==> src/rtl/vend_pkg.sv <==
// vend_pkg: shared types and constants for the vending purchase controller.
// Latency: n/a (types, constants and one pure function).
// Backpressure: n/a.
//
// Contents: FSM state enum, coin codes, credit width, coin-to-units mapping.

package vend_pkg;

   // Credit is counted in 5-unit coins; 3 bits caps it at 7 units.
   localparam int CREDIT_W = 3;

   typedef enum logic [1:0] {
      ST_IDLE     = 2'd0,   // credit == 0
      ST_CREDIT   = 2'd1,   // credit > 0, waiting for sel/cancel/coins
      ST_DISPENSE = 2'd2,   // disp_req held, waiting for disp_ack
      ST_CHANGE   = 2'd3    // returning credit one unit per cycle
   } state_t;

   localparam logic [1:0] COIN_NONE = 2'b00;
   localparam logic [1:0] COIN_5    = 2'b01;
   localparam logic [1:0] COIN_10   = 2'b10;
   localparam logic [1:0] COIN_BAD  = 2'b11;

   // Unit value of a coin code; none and invalid codes are worth nothing.
   function automatic logic [1:0] coin_value(input logic [1:0] code);
      logic [1:0] val;
      val = 2'd0;
      case (code)
         COIN_5:  val = 2'd1;
         COIN_10: val = 2'd2;
         default: val = 2'd0;
      endcase
      return val;
   endfunction

endpackage

==> src/rtl/vend_sequencer_coin_arbiter.sv <==
// coin_arbiter: validates two coin slots, round-robins on contention, checks overflow.
// Latency: acc/acc_val combinational from the coin inputs; rej_a/rej_b registered, 1 cycle.
// Backpressure: none; coins that cannot be taken are rejected with a one-cycle rej pulse.
//
// Ports: clk, rst (sync, active high); coin_a/coin_b coin codes; accept_en high when the
// sequencer can take credit; credit current credit; acc/acc_val accepted coin strobe and
// its unit value (0..2); rej_a/rej_b registered per-slot reject pulses.

module coin_arbiter
   import vend_pkg::*;
#(
   parameter int CREDIT_MAX = 7
) (
   input  logic                clk,
   input  logic                rst,
   input  logic [1:0]          coin_a,
   input  logic [1:0]          coin_b,
   input  logic                accept_en,
   input  logic [CREDIT_W-1:0] credit,
   output logic                acc,
   output logic [1:0]          acc_val,
   output logic                rej_a,
   output logic                rej_b
);

   localparam logic [CREDIT_W:0] MAX_EXT = CREDIT_MAX[CREDIT_W:0];

   logic            ptr_a;     // 1: slot A wins the next contention
   logic            valid_a, valid_b;
   logic            contend;
   logic            win_a, win_b;
   logic [1:0]      win_val;
   logic [CREDIT_W:0] sum_ext;
   logic            fits;
   logic            rej_a_nxt, rej_b_nxt;

   always_comb begin
      valid_a = (coin_a == COIN_5) || (coin_a == COIN_10);
      valid_b = (coin_b == COIN_5) || (coin_b == COIN_10);

      // Arbitration (and the pointer toggle) only matters when credit can be taken.
      contend = accept_en && valid_a && valid_b;
      win_a   = valid_a && (!valid_b || ptr_a);
      win_b   = valid_b && !win_a;

      win_val = 2'd0;
      if (win_a) begin
         win_val = coin_value(coin_a);
      end else if (win_b) begin
         win_val = coin_value(coin_b);
      end

      // Overflow is judged on the winner only; the loser is rejected regardless.
      sum_ext = {1'b0, credit} + {{(CREDIT_W-1){1'b0}}, win_val};
      fits    = (sum_ext <= MAX_EXT);

      acc     = accept_en && (win_a || win_b) && fits;
      acc_val = acc ? win_val : 2'd0;

      // Any non-empty code that was not the accepted coin gets rejected.
      rej_a_nxt = (coin_a != COIN_NONE) && !(acc && win_a);
      rej_b_nxt = (coin_b != COIN_NONE) && !(acc && win_b);
   end

   always_ff @(posedge clk) begin
      if (rst) begin
         ptr_a <= 1'b1;
         rej_a <= 1'b0;
         rej_b <= 1'b0;
      end else begin
         rej_a <= rej_a_nxt;
         rej_b <= rej_b_nxt;
         if (contend) begin
            ptr_a <= !ptr_a;
         end
      end
   end

endmodule

==> src/rtl/vend_sequencer.sv <==
// vend_sequencer: priced purchase controller with two coin slots, dispense handshake and change.
// Latency: coin->credit/rej 1 cycle; sel->disp_req 1 cycle; disp_ack->disp_req low 1 cycle.
// Backpressure: coins rejected while busy or on overflow; disp_req held until ack or timeout.
//
// Ports: clk, rst (sync, active high); coin_a/coin_b coin codes; rej_a/rej_b reject pulses;
// sel/cancel purchase and refund pulses; credit current units; disp_req/disp_ack dispense
// handshake; change_pulse one cycle per returned unit; busy in DISPENSE/CHANGE; fault sticky
// dispense timeout. Build macro VEND_CHANGE_EN enables the CHANGE state, cancel and refunds;
// without it leftover credit carries over to the next purchase.

module vend_sequencer
   import vend_pkg::*;
#(
   parameter int PRICE_UNITS = 3,
   parameter int CREDIT_MAX  = 7,
   parameter int ACK_TIMEOUT = 15
) (
   input  logic                clk,
   input  logic                rst,
   input  logic [1:0]          coin_a,
   input  logic [1:0]          coin_b,
   output logic                rej_a,
   output logic                rej_b,
   input  logic                sel,
   input  logic                cancel,
   output logic [CREDIT_W-1:0] credit,
   output logic                disp_req,
   input  logic                disp_ack,
   output logic                change_pulse,
   output logic                busy,
   output logic                fault
);

   localparam int                  TMR_W   = 8;
   localparam logic [CREDIT_W-1:0] PRICE   = PRICE_UNITS[CREDIT_W-1:0];
   localparam logic [TMR_W-1:0]    TIMEOUT = ACK_TIMEOUT[TMR_W-1:0];

   state_t              state, state_nxt;
   logic [CREDIT_W-1:0] credit_nxt;
   logic [CREDIT_W-1:0] sum;      // credit after this cycle's accepted coin
   logic [CREDIT_W-1:0] rem;      // credit left after paying for the product
   logic [TMR_W-1:0]    timer, timer_nxt;
   logic                fault_nxt;
   logic                accept_en;
   logic                acc;
   logic [1:0]          acc_val;
`ifdef VEND_CHANGE_EN
   logic                pulse_nxt;
`else
   logic                unused_cancel;
   assign unused_cancel = cancel;
`endif

   assign accept_en = (state == ST_IDLE) || (state == ST_CREDIT);

   coin_arbiter #(
      .CREDIT_MAX (CREDIT_MAX)
   ) u_arb (
      .clk       (clk),
      .rst       (rst),
      .coin_a    (coin_a),
      .coin_b    (coin_b),
      .accept_en (accept_en),
      .credit    (credit),
      .acc       (acc),
      .acc_val   (acc_val),
      .rej_a     (rej_a),
      .rej_b     (rej_b)
   );

   always_comb begin
      state_nxt  = state;
      credit_nxt = credit;
      timer_nxt  = timer;
      fault_nxt  = fault;
`ifdef VEND_CHANGE_EN
      pulse_nxt  = 1'b0;
`endif
      sum = credit + (acc ? {1'b0, acc_val} : {CREDIT_W{1'b0}});
      rem = credit - PRICE;

      case (state)
         ST_IDLE, ST_CREDIT: begin
            // A same-cycle coin is counted before sel/cancel are judged.
            credit_nxt = sum;
            state_nxt  = (sum != '0) ? ST_CREDIT : ST_IDLE;
            if (sel && (sum >= PRICE)) begin
               state_nxt = ST_DISPENSE;
               timer_nxt = '0;
            end
`ifdef VEND_CHANGE_EN
            // cancel overrides sel when both arrive together.
            if (cancel && (sum != '0)) begin
               state_nxt = ST_CHANGE;
            end
`endif
         end

         ST_DISPENSE: begin
            if (disp_ack) begin
               credit_nxt = rem;
`ifdef VEND_CHANGE_EN
               state_nxt  = (rem != '0) ? ST_CHANGE : ST_IDLE;
`else
               state_nxt  = (rem != '0) ? ST_CREDIT : ST_IDLE;
`endif
            end else if (timer == TIMEOUT) begin
               // No ack within the window: flag it and give the money back (or keep it).
               fault_nxt = 1'b1;
`ifdef VEND_CHANGE_EN
               state_nxt = ST_CHANGE;
`else
               state_nxt = ST_CREDIT;
`endif
            end else begin
               timer_nxt = timer + 1'b1;
            end
         end

         ST_CHANGE: begin
`ifdef VEND_CHANGE_EN
            if (credit != '0) begin
               pulse_nxt  = 1'b1;
               credit_nxt = credit - 1'b1;
            end
            // Leave on the same cycle the last unit goes out.
            if (credit <= 1) begin
               state_nxt = ST_IDLE;
            end
`else
            state_nxt = ST_IDLE;
`endif
         end
      endcase
   end

   always_ff @(posedge clk) begin
      if (rst) begin
         state    <= ST_IDLE;
         credit   <= '0;
         timer    <= '0;
         fault    <= 1'b0;
         disp_req <= 1'b0;
         busy     <= 1'b0;
      end else begin
         state    <= state_nxt;
         credit   <= credit_nxt;
         timer    <= timer_nxt;
         fault    <= fault_nxt;
         disp_req <= (state_nxt == ST_DISPENSE);
         busy     <= (state_nxt == ST_DISPENSE) || (state_nxt == ST_CHANGE);
      end
   end

`ifdef VEND_CHANGE_EN
   always_ff @(posedge clk) begin
      if (rst) begin
         change_pulse <= 1'b0;
      end else begin
         change_pulse <= pulse_nxt;
      end
   end
`else
   assign change_pulse = 1'b0;
`endif

endmodule

==> config.mk <==
export PLATFORM = sky130hd
export DESIGN_NAME = vend_sequencer
export DESIGN_NICKNAME = d
export VERILOG_FILES = /design/src/rtl/vend_pkg.sv /design/src/rtl/vend_sequencer_coin_arbiter.sv /design/src/rtl/vend_sequencer.sv
export SDC_FILE = /design/constraint.sdc
export NUM_CORES = 1
export LEC_CHECK = 0
export BUFFER_PORTS_ARGS = -buffer_cell sky130_fd_sc_hd__buf_2
export CAP_MARGIN = 20
export CORE_MARGIN = 1.5
export CORE_UTILIZATION = 55
export CTS_CLUSTER_SIZE = 8
export DETAILED_ROUTE_END_ITERATION = 10
export PLACE_DENSITY = 0.78
export SLEW_MARGIN = 20
export SYNTH_ARGS = -nofsm -noshare
export SYNTH_HDL_FRONTEND = slang
export SYNTH_SLANG_ARGS = --single-unit
export TNS_END_PERCENT = 1
==> constraint.sdc <==
create_clock -name clk -period 3.7 [get_ports clk]
set_input_delay 0.185 -clock clk [delete_from_list [all_inputs] [get_ports clk]]
set_output_delay 0.185 -clock clk [all_outputs]
set_load 0.02 [all_outputs]
==> results of run 1 <==
worst paths after layout:
path,from,cells after the start,end
min reg2reg,fault$_SDFFE_PP0P_,2,fault$_SDFFE_PP0P_
max,coin_a[0],16,timer[7]$_SDFFE_PP0P_
min,disp_ack,4,fault$_SDFFE_PP0P_
max reg2reg,u_arb.ptr_a$_SDFFE_PP1P_,14,timer[7]$_SDFFE_PP0P_
Yosys cell counts, drive strengths merged:
cell     instances
a21boi           2
nor3b            1
or4b             1
o221a            1
and3             3
o21ai            7
conb             1
fa               1
nand2            3
a22o             2
or2b             1
nor4             2
o311ai           1
nand2b           4
a31o             1
inv             10
a21oi           12
xnor2            3
buf              2
or4              1
o211ai           1
nor2b            3
nand4b           1
o21a             2
nand3            3
a22oi            1
a211oi           6
nor3             3
o2bb2ai          1
nor2             8
a311oi           3
and2             1
clkbuf           2
ha              12
a41oi            1
dfxtp           18
layout by cell type, fill, tap and decap left out, types with 3 or more instances in the layout:
| master | n |
|---|---|
| xnor2_1 | 3 |
| inv_1 | 9 |
| ha_1 | 12 |
| clkbuf_4 | 3 |
| nand2b_1 | 4 |
| and3_1 | 3 |
| a311oi_1 | 3 |
| nor2_1 | 8 |
| nor2b_1 | 3 |
| a211oi_1 | 6 |
| nor3_1 | 3 |
| a21oi_1 | 12 |
| dfxtp_1 | 18 |
| buf_2 | 15 |
| o21ai_0 | 5 |
routing by layer:
layer	up-vias	part of all wire	wire length [um]
li1	488	-	-
met1	456	0.46	1040
met2	22	0.48	1070
met3	6	0.041	91
met4	0	0.018	40
met5	-	0	0
final cells by class:
cell class,instances,share of cell area
clock buffer,4,0.0288
timing repair buffer,15,0.0596
multi-input combinational,93,0.569
inverter,10,0.0298
sequential,18,0.286
tap,27,0.0268
worst max-delay path, delay by kind of cell:
| family | cells | cell delay, ps |
|---|---|---|
| compound gates | 6 | 1510 |
| xor+xnor | 1 | 220 |
| fa+ha+maj | 4 | 1130 |
| buf+inv | 3 | 200 |
| simple gates | 2 | 230 |
logic make-up after synthesis:
family	Yosys count	synth area share
AO/OA/AOI/OAI	41	0.266
AND/OR/NAND/NOR	35	0.190
flip-flops	18	0.318
buffers and inverters	14	0.0507
adder cells (fa/ha/maj)	13	0.150
XOR/XNOR	3	0.0232
other	1	0.00330
sequential cells by signal, indices dropped and copies added (netlist names):
register,cells
fault,1
credit,3
u_arb.ptr_a,1
busy,1
u_arb.rej_b,1
state,1
timer,8
u_arb.rej_a,1
disp_req,1
report_power, final:
group | switching [mW] | leakage, nW | total, mW | internal (mW)
clock network | 0.0641 | 0.0210 | 0.124 | 0.0601
logic | 0.0839 | 0.369 | 0.143 | 0.0589
registers | 0.0185 | 0.146 | 0.229 | 0.210
per-stage QoR:
| step | utilization | instance area (um^2) | hold slack (ps) |
|---|---|---|---|
| 2_1_floorplan | - | 1130 | 360 |
| 3_3_place_gp | 0.624 | 1220 | 451 |
| 3_5_place_dp | 0.624 | 1220 | 459 |
| 4_1_cts | 0.642 | 1260 | 231 |
| 5_1_grt | 0.642 | 1260 | 275 |
| 6_report | 0.642 | 1260 | 233 |
==> metrics.md, run 1 <==
| Metric | Value |
|---|---|
| Crit-path max cell delay | 410 ps |
| Router iterations before antenna repair | 4 |
| RSZ-0062 raised after global routing | no |
| Row count | 16 |
| Hold Buf Count CTS | 0 |
| Area share of the largest cell type after synthesis | 0.318 |
| Initial Util | 0.578 |
| CP max-delay cell | fa_1 |
| First-pass GRT wire length | 3.77 mm |
| Net count, final | 163 |
| CP Capture Type | flip-flop |
| Clock Skew | 2.92 ps |
| Layout cells sized above 1 | 0.207 |
| Critical path startpoint category | input port |
| Fill cells | 180 |
| Die area | 2340 um^2 |
| Fin. Hold Viols | 0 |
| Via count | 972 |
| Buffers from clock root to sink, at most | 2 |
| Syn nets | 147 |
| GR peak layer | met2 |
| Synth area leaders | dfxtp_1 32%, ha_1 13%, a21oi_1 5.3% |
| # IOs | 18 |
| CTS H-tree depth | 1 |
| Setup CP Type | in -> reg |
| Worst slack at placement | 116 ps |
| Mean area per synthesized cell | 9.08 um^2 |
| Status | completed |
| Maximum vdd drop | 0.228 mV |
| Cells after Synth | 125 |
| Vias in the first global route | 820 |
| Fin. max-slew vios | 0 |
| DRT Wirelength | 2.25 mm |
| Die Height | 48.4 um |
| Worst Path Arrival | 3480 ps |
| Vias per std cell | 5.82 |
| Area of the multi-input gates | 717 um^2 |
| Later-pin clock latency in the skew report | 300 ps |
| Register area | 360 um^2 |
| Largest net degree at the start of global routing | 21 |
| Worst reg2reg setup slack | 470 ps |
| Register area share after synthesis | 0.318 |
| # clock sinks | 18 |
| GRT Util Overall | 0.205 |
| Period utilization | 0.883 |
| Sum of negative setup slack | 0 ps |
| Die X | 48.4 um |
| Gp weighted congestion | 0.838 |
| CTS Buf Count | 3 |
| Antenna-violating nets left | 0 |
| Synth cell types | 44 |
| Ant. Diodes | 0 |
| Max Cap Viol | 0 |
| Synth Cell Area | 1130 um^2 |
| Critical Path Fanout Max | 8 |
| Port Buf Inserts | 15 |
| M2 GR Usage | 0.319 |
| Total power per unit cell area | 393 nW/um^2 |
| Fin cells | 167 |
| Setup ws final | 432 ps |
| CTS tree | built |
| Max Freq | 0.306 GHz |
| Cell type with the highest aggregate area in the netlist | dfxtp_1 |
| Lkg Pwr | 0.536 nW |
| Clock slew at reported path FFs | 110 ps |
| Crit path time final | 3270 ps |
| Per-cell routed wire length | 13.4 um |
| DP HPWL | 1.71 mm |
| Post-CTS Setup Bufs | 0 |
| Initial antenna violation count | 0 |
| Required time of the critical path | 3920 ps |
| GRT Residual Overflow | 0 |
| # placed instances | 163 |
| Post-cts resize count | 0 |
| Flops & latches, synth | 18 |
| Final Power | 0.496 mW |
| CTS root buffer | clkbuf_4 |
| Worst-path cell chain | buf_2, inv_1, ha_1, a21boi_0, a22o_1, ha_1, a21oi_1, o221a_2, and2_1, ha_1, inv_1, fa_1, xnor2_1, o211ai_4, nand2_4, a311oi_1 |
| M3 GR Usage | 0.0432 |
| DRC | 0 |
| Core Area | 1960 um^2 |
| Area growth from synthesis to layout | 11.0% |
| Worst hold path class | in -> reg |
| Setup-failing EPs final | 0 |
| Number of DRC markers in iteration 0 | 20 |
| M1 GR Usage | 0.285 |
| Most frequent cell on the critical path | ha_1 |
| YS warnings | 0 |
No activity file was read; power rests on OpenSTA's default activity.
==> run 2: changes to the inputs <==
--- a/config.mk
+++ b/config.mk
@@ -12,6 +12,7 @@
 export CTS_CLUSTER_SIZE = 8
 export DETAILED_ROUTE_END_ITERATION = 10
 export PLACE_DENSITY = 0.78
+export REMOVE_ABC_BUFFERS = 1
 export SLEW_MARGIN = 20
 export SYNTH_ARGS = -nofsm -noshare
 export SYNTH_HDL_FRONTEND = slang
==> metrics.md, run 2 (same netlist as run 1, synthesis figures left out) <==
| Metric | Value |
|---|---|
| Status | completed |
| Vias in the first global route | 859 (+4.8%) |
| Maximum vdd drop | 0.288 mV (+27%) |
| RSZ-0062 raised after global routing | no |
| Clock slew at reported path FFs | 100 ps (about the same) |
| Die X | 48.4 um (unchanged) |
| Initial antenna violation count | 0 (unchanged) |
| Seq pwr share | 0.490 (+0.028) |
| Fin. max-slew vios | 0 (unchanged) |
| Top Family by Delay on Critical Path | compound AO/OA/AOI/OAI gates |
| Buffers from clock root to sink, at most | 2 (unchanged) |
| Fin. Hold Viols | 0 (unchanged) |
| Layout cells sized above 1 | 0.201 (-0.00570) |
| Via count | 938 (-3.5%) |
| Critical Path Fanout Max | 8 (unchanged) |
| DP HPWL | 1.60 mm (-6.6%) |
| Largest register FFs | 8 (unchanged) |
| Setup-failing EPs final | 0 (unchanged) |
| # IOs | 18 (unchanged) |
| Max Cap Viol | 0 (unchanged) |
| Crit-path max cell delay | 410 ps (about the same) |
| Hold Buf Count CTS | 0 (unchanged) |
| Die Height | 48.4 um (unchanged) |
| Clock Skew | 0.972 ps (-1.95 ps) |
| Antenna-violating nets left | 0 (unchanged) |
| Max Freq | 0.311 GHz (+1.5%) |
| Biggest regs | timer x8, credit x3 |
| Row count | 16 (unchanged) |
| Later-pin clock latency in the skew report | 290 ps (about the same) |
| CTS H-tree depth | 1 (unchanged) |
| Worst-path cell chain | buf_2, inv_1, ha_1, a21boi_0, a22o_1, ha_1, a21oi_1, o221a_2, and2_1, ha_1, inv_1, fa_1, xnor2_1, o211ai_4, nand2_4, a311oi_1 |
| Area growth from synthesis to layout | 9.81% |
| # clock sinks | 18 (unchanged) |
| Die area | 2340 um^2 (unchanged) |
| Core Area | 1960 um^2 (unchanged) |
| Largest register by flop count | timer |
| Clock power frac | 0.208 (-0.042) |
| Router iterations before antenna repair | 4 (unchanged) |
| WHS | 234 ps (+1.48 ps) |
| DRT Wirelength | 2.15 mm (-4.3%) |
| Net count, final | 163 (unchanged) |
| Buffers & Inverters on Critical Path | 3 (unchanged) |
| Ant. Diodes | 0 (unchanged) |
| Lkg Pwr | 0.529 nW (-1.3%) |
| CTS root buffer | clkbuf_4 |
| Sum of negative setup slack | 0 ps (unchanged) |
| P_int | 0.307 mW (-6.8%) |
| Combinational share of power | 0.302 (+0.014) |
| Total power per unit cell area | 375 nW/um^2 (-4.7%) |
| GRT Residual Overflow | 0 (unchanged) |
| CTS Buf Count | 3 (unchanged) |
| Worst Path Arrival | 3420 ps (-60 ps) |
| Post-CTS Setup Bufs | 0 (unchanged) |
| CTS tree | built |
| GRT Util Overall | 0.199 (-0.00687) |
| Post-cts resize count | 0 (unchanged) |
| Gp weighted congestion | 0.847 (+1.1%) |
| Most frequent cell on the critical path | ha_1 |
| DRC | 0 (unchanged) |
| Fill cells | 186 (+3.3%) |
| Switching pwr | 0.161 mW (-3.6%) |
| Setup CP Type | in -> reg |
| Final Instance Area | 1250 um^2 (-1.1%) |
| Sw Share | 0.343 (+0.00761) |
| Final core occ | 0.635 (-0.00701) |
| First-pass GRT wire length | 3.66 mm (-2.9%) |
| Port Buf Inserts | 15 (unchanged) |
| Worst hold path class | in -> reg |
| Number of DRC markers in iteration 0 | 24 (+20%) |
| Crit path time final | 3220 ps (-49.8 ps) |
| CP max-delay cell | fa_1 |
| Vias per std cell | 5.65 (-2.9%) |
| CP Capture Type | flip-flop |
| Placed cell areas | 1220 um^2 (unchanged) |
| Most frequent cells in the layout | 18 x dfxtp_1, 15 x buf_2, 12 x a21oi_1, 12 x ha_1, 9 x inv_1 |
| Per-cell routed wire length | 13.0 um (-3.7%) |
| Period utilization | 0.870 (-0.0135) |
| Largest net degree at the start of global routing | 21 (unchanged) |
| Commonest non-fill, non-tap cell in the layout | dfxtp_1 |
| Initial Util | 0.578 (unchanged) |
| Required time of the critical path | 3900 ps (-20 ps) |
| Critical path startpoint category | input port |
-- run 2: cell count changes in the layout (fill, tap and decap cells not counted) --
cell,before,now
clkbuf_8,1,0
-- run 2: tightest hold or removal path: stages --
cell and delay [ps]:
buf_2 120, nor4_1 60, nor2_1 80, nor2_1 40
-- run 2: worst paths after layout --
check                                              start                    end  slack [ps]  depth (start not counted)
worst max register to register  u_arb.ptr_a$_SDFFE_PP1P_  timer[7]$_SDFFE_PP0P_         500                         14
worst max-delay path                           coin_b[1]  timer[7]$_SDFFE_PP0P_         480                         16
worst min register to register        fault$_SDFFE_PP0P_     fault$_SDFFE_PP0P_         480                          2
worst min-delay path                            disp_ack     fault$_SDFFE_PP0P_         230                          4
-- run 2: power groups by stage --
stage                     clock network [mW]  logic (mW)  registers [mW]
after detailed placement                   0       0.140           0.233
after CTS                              0.101       0.142           0.229
after floorplan                            0      0.0913           0.243
final                                 0.0971       0.141           0.229
after global placement                     0       0.137           0.232
after global routing                   0.110       0.158           0.232
-- run 2: per-layer routing --
metal	share of wire	vias up	GRT usage
li1	-	486	-
met3	0.036	4	0.0309
met1	0.49	420	0.262
met4	0.020	0	0.110
met5	0	-	0
met2	0.45	28	0.313
-- run 2: area by class of cell --
class                   instances  area (um^2)  share of cell area
clock buffers                   3         22.5              0.0181
repair buffers                 15         75.1              0.0602
inverters                      10         37.5              0.0301
well taps                      27         33.8              0.0271
flip-flops and latches         18          360               0.289
multi-input cells              93          717               0.575
-- run 2: stage by stage --
step           setup WS, ps  total power, mW  cells
6_report                482            0.467    166
5_1_grt                 113            0.500    166
4_1_cts                 478            0.472    166
3_5_place_dp            198            0.374    163
3_3_place_gp            215            0.369    163
2_1_floorplan           589            0.334    121
==> run 3: changes to the inputs <==
--- a/config.mk
+++ b/config.mk
@@ -8,10 +8,10 @@
 export BUFFER_PORTS_ARGS = -buffer_cell sky130_fd_sc_hd__buf_2
 export CAP_MARGIN = 20
 export CORE_MARGIN = 1.5
-export CORE_UTILIZATION = 55
+export CORE_UTILIZATION = 49
 export CTS_CLUSTER_SIZE = 8
 export DETAILED_ROUTE_END_ITERATION = 10
-export PLACE_DENSITY = 0.78
+export PLACE_DENSITY = 0.73
 export REMOVE_ABC_BUFFERS = 1
 export SLEW_MARGIN = 20
 export SYNTH_ARGS = -nofsm -noshare
==> constraint.sdc (replaced) <==
create_clock -name clk -period 2.7 [get_ports clk]
set_input_delay 0.135 -clock clk [delete_from_list [all_inputs] [get_ports clk]]
set_output_delay 0.135 -clock clk [all_outputs]
set_load 0.02 [all_outputs]
==> metrics.md, run 3 (same netlist as run 1, synthesis figures left out) <==
| Metric | Value |
|---|---|
| DRT Wirelength | 2.92 mm (+36%) |
| Port Buf Inserts | 15 (unchanged) |
| CP Capture Type | flip-flop |
| Via count | 1112 (+19%) |
| CTS root buffer | clkbuf_4 |
| Placed cell areas | 1380 um^2 (+12%) |
| # IOs | 18 (unchanged) |
| Die X | 51.1 um (+5.6%) |
| Row count | 17 (+1) |
| Net count, final | 188 (+15%) |
| Initial Util | 0.518 (-0.0605) |
| Layout cells sized above 1 | 0.448 (+0.247) |
| Antenna-violating nets left | 0 (unchanged) |
| Combinational share of power | 0.397 (+0.095) |
| Clock Skew | 14.4 ps (+13.5 ps) |
| Maximum vdd drop | 0.410 mV (+42%) |
| Hold Buf Count CTS | 0 (unchanged) |
| Sw Share | 0.339 (-0.00441) |
| Ant. Diodes | 0 (unchanged) |
| P_int | 0.530 mW (+73%) |
| Required time of the critical path | 2910 ps (-990 ps) |
| Critical Path Fanout Max | 4 (-4) |
| Critical path startpoint category | flip-flop |
| Area growth from synthesis to layout | 37.3% |
| Worst hold path class | in -> reg |
| Largest register FFs | 8 (unchanged) |
| Router iterations before antenna repair | 4 (unchanged) |
| Worst-path cell chain | inv_2, a21boi_2, a22o_1, ha_4, a21oi_2, o221a_2, and2_4, ha_4, inv_2, fa_2, nor2b_4, o211ai_4, nand2_4, a311oi_1 |
| Total power per unit cell area | 514 nW/um^2 (+37%) |
| Status | finished with violations |
| Gp weighted congestion | 0.813 (-4.0%) |
| Vias in the first global route | 1022 (+19%) |
| Setup ws final | -268 ps (-750 ps) |
| Period utilization | 1.10 |
| Die Height | 51.1 um (+5.6%) |
| Per-cell routed wire length | 15.1 um (+17%) |
| # clock sinks | 18 (unchanged) |
| Failing checks | setup timing |
| GRT Util Overall | 0.241 (+0.0429) |
| Switching pwr | 0.272 mW (+69%) |
| Largest register by flop count | timer |
| Fin. Hold Viols | 0 (unchanged) |
| Max Freq | 0.337 GHz |
| Clock slew at reported path FFs | 120 ps (+20 ps) |
| Crit path time final | 2970 ps |
| DRC | 0 (unchanged) |
| Worst reg2reg setup slack | -270 ps (-770 ps) |
| Reg2reg start | u_arb.ptr_a$_SDFFE_PP1P_ |
| Setup-failing EPs final | 12 (+12) |
| Seq pwr share | 0.387 (-0.103) |
| Max Cap Viol | 0 (unchanged) |
| GRT Residual Overflow | 0 (unchanged) |
| Largest net degree at the start of global routing | 21 (unchanged) |
| RSZ-0062 raised after global routing | yes |
| CTS H-tree depth | 1 (unchanged) |
| Crit-path max cell delay | 560 ps (+150 ps) |
| Most frequent cells in the layout | 24 x buf_4, 17 x dfxtp_1, 15 x buf_2 |
| Worst R2R Path Depth | 14 (unchanged) |
| Final Instance Area | 1560 um^2 (+25%) |
| Lkg Pwr | 0.674 nW (+27%) |
| First-pass GRT wire length | 4.66 mm (+27%) |
| DP HPWL | 1.91 mm (+19%) |
| Biggest regs | timer x8, credit x3 |
| CTS Buf Count | 3 (unchanged) |
| Buffers from clock root to sink, at most | 2 (unchanged) |
| Crit. Startpoint | u_arb.ptr_a$_SDFFE_PP1P_ |
| Later-pin clock latency in the skew report | 310 ps (+20 ps) |
| Clock power frac | 0.216 (+0.008) |
| Initial antenna violation count | 0 (unchanged) |
| Hold Path Depth | 4 (unchanged) |
| Setup CP Type | reg -> reg |
| Sum of negative setup slack | -2590 ps (-2590 ps) |
| Vias per std cell | 5.76 (+2.0%) |
| Fin. max-slew vios | 0 (unchanged) |
| Die area | 2610 um^2 (+11%) |
| CP max-delay cell | fa_2 |
| Core Area | 2190 um^2 (+12%) |
| CTS tree | built |
| Number of DRC markers in iteration 0 | 33 (+38%) |
| Commonest non-fill, non-tap cell in the layout | buf_4 |
| Hold Crit Start | disp_ack |
| Worst Path Arrival | 3180 ps (-240 ps) |
==> run 3: cell types whose count changed in the layout (fill, tap and decap cells not counted), sizes merged <==
cell    change
clkbuf      +1
buf        +25
==> run 3: layer usage <==
metal	vias up	share of wire	track usage
met5	-	0	0
li1	537	-	-
met4	0	0.012	0.122
met2	33	0.50	0.368
met1	538	0.45	0.330
met3	4	0.042	0.0380
==> run 3: worst paths after layout <==
kind | endpoint
max | timer[6]$_SDFFE_PP0P_
min | fault$_SDFFE_PP0P_
max reg2reg | timer[6]$_SDFFE_PP0P_
min reg2reg | fault$_SDFFE_PP0P_
==> run 3: power groups by stage <==
| stage | Sequential [mW] | Combinational [mW] | Clock, mW |
|---|---|---|---|
| 2_1_floorplan | 0.333 | 0.125 | 0 |
| 3_5_place_dp | 0.311 | 0.256 | 0 |
| 5_1_grt | 0.312 | 0.345 | 0.191 |
| 4_1_cts | 0.306 | 0.302 | 0.174 |
| 3_3_place_gp | 0.310 | 0.247 | 0 |
| 6_report | 0.310 | 0.318 | 0.173 |
==> run 3: final cells by class <==
class / instances / area (um^2)
Clock buffer: 4 / 36.3
Fill cell: 172 / 633
Inverter: 10 / 37.5
Multi-Input combinational cell: 93 / 821
Sequential cell: 18 / 362
Tap cell: 28 / 35.0
Timing Repair Buffer: 40 / 267
==> run 3: metrics by stage <==
stage	cells	power (mW)	hold slack, ps	util	setup slack [ps]
6_report	193	0.801	184	0.711	-268
5_1_grt	193	0.849	226	0.711	-359
4_1_cts	193	0.782	177	0.691	-273
3_5_place_dp	184	0.567	472	0.628	-687
3_3_place_gp	184	0.557	448	0.628	-602
2_1_floorplan	121	0.458	204	-	-361
==> run 3: worst max-delay path: cells and delay by family (launching register included) <==
family / cells / cell delay, ps
buffers and inverters: 2 / 70
adder cells (fa/ha/maj): 3 / 910
AO/OA/AOI/OAI: 6 / 1210
AND/OR/NAND/NOR: 3 / 300
flip-flops: 1 / 380
==> run 3: what timing repair did <==
action / CTS / global route
gates resized for setup: 17 / 8
setup endpoints to repair: 13 / 13
pin swaps: 9 / 11
gates cloned: 0 / 0
setup buffers: 5 / 0
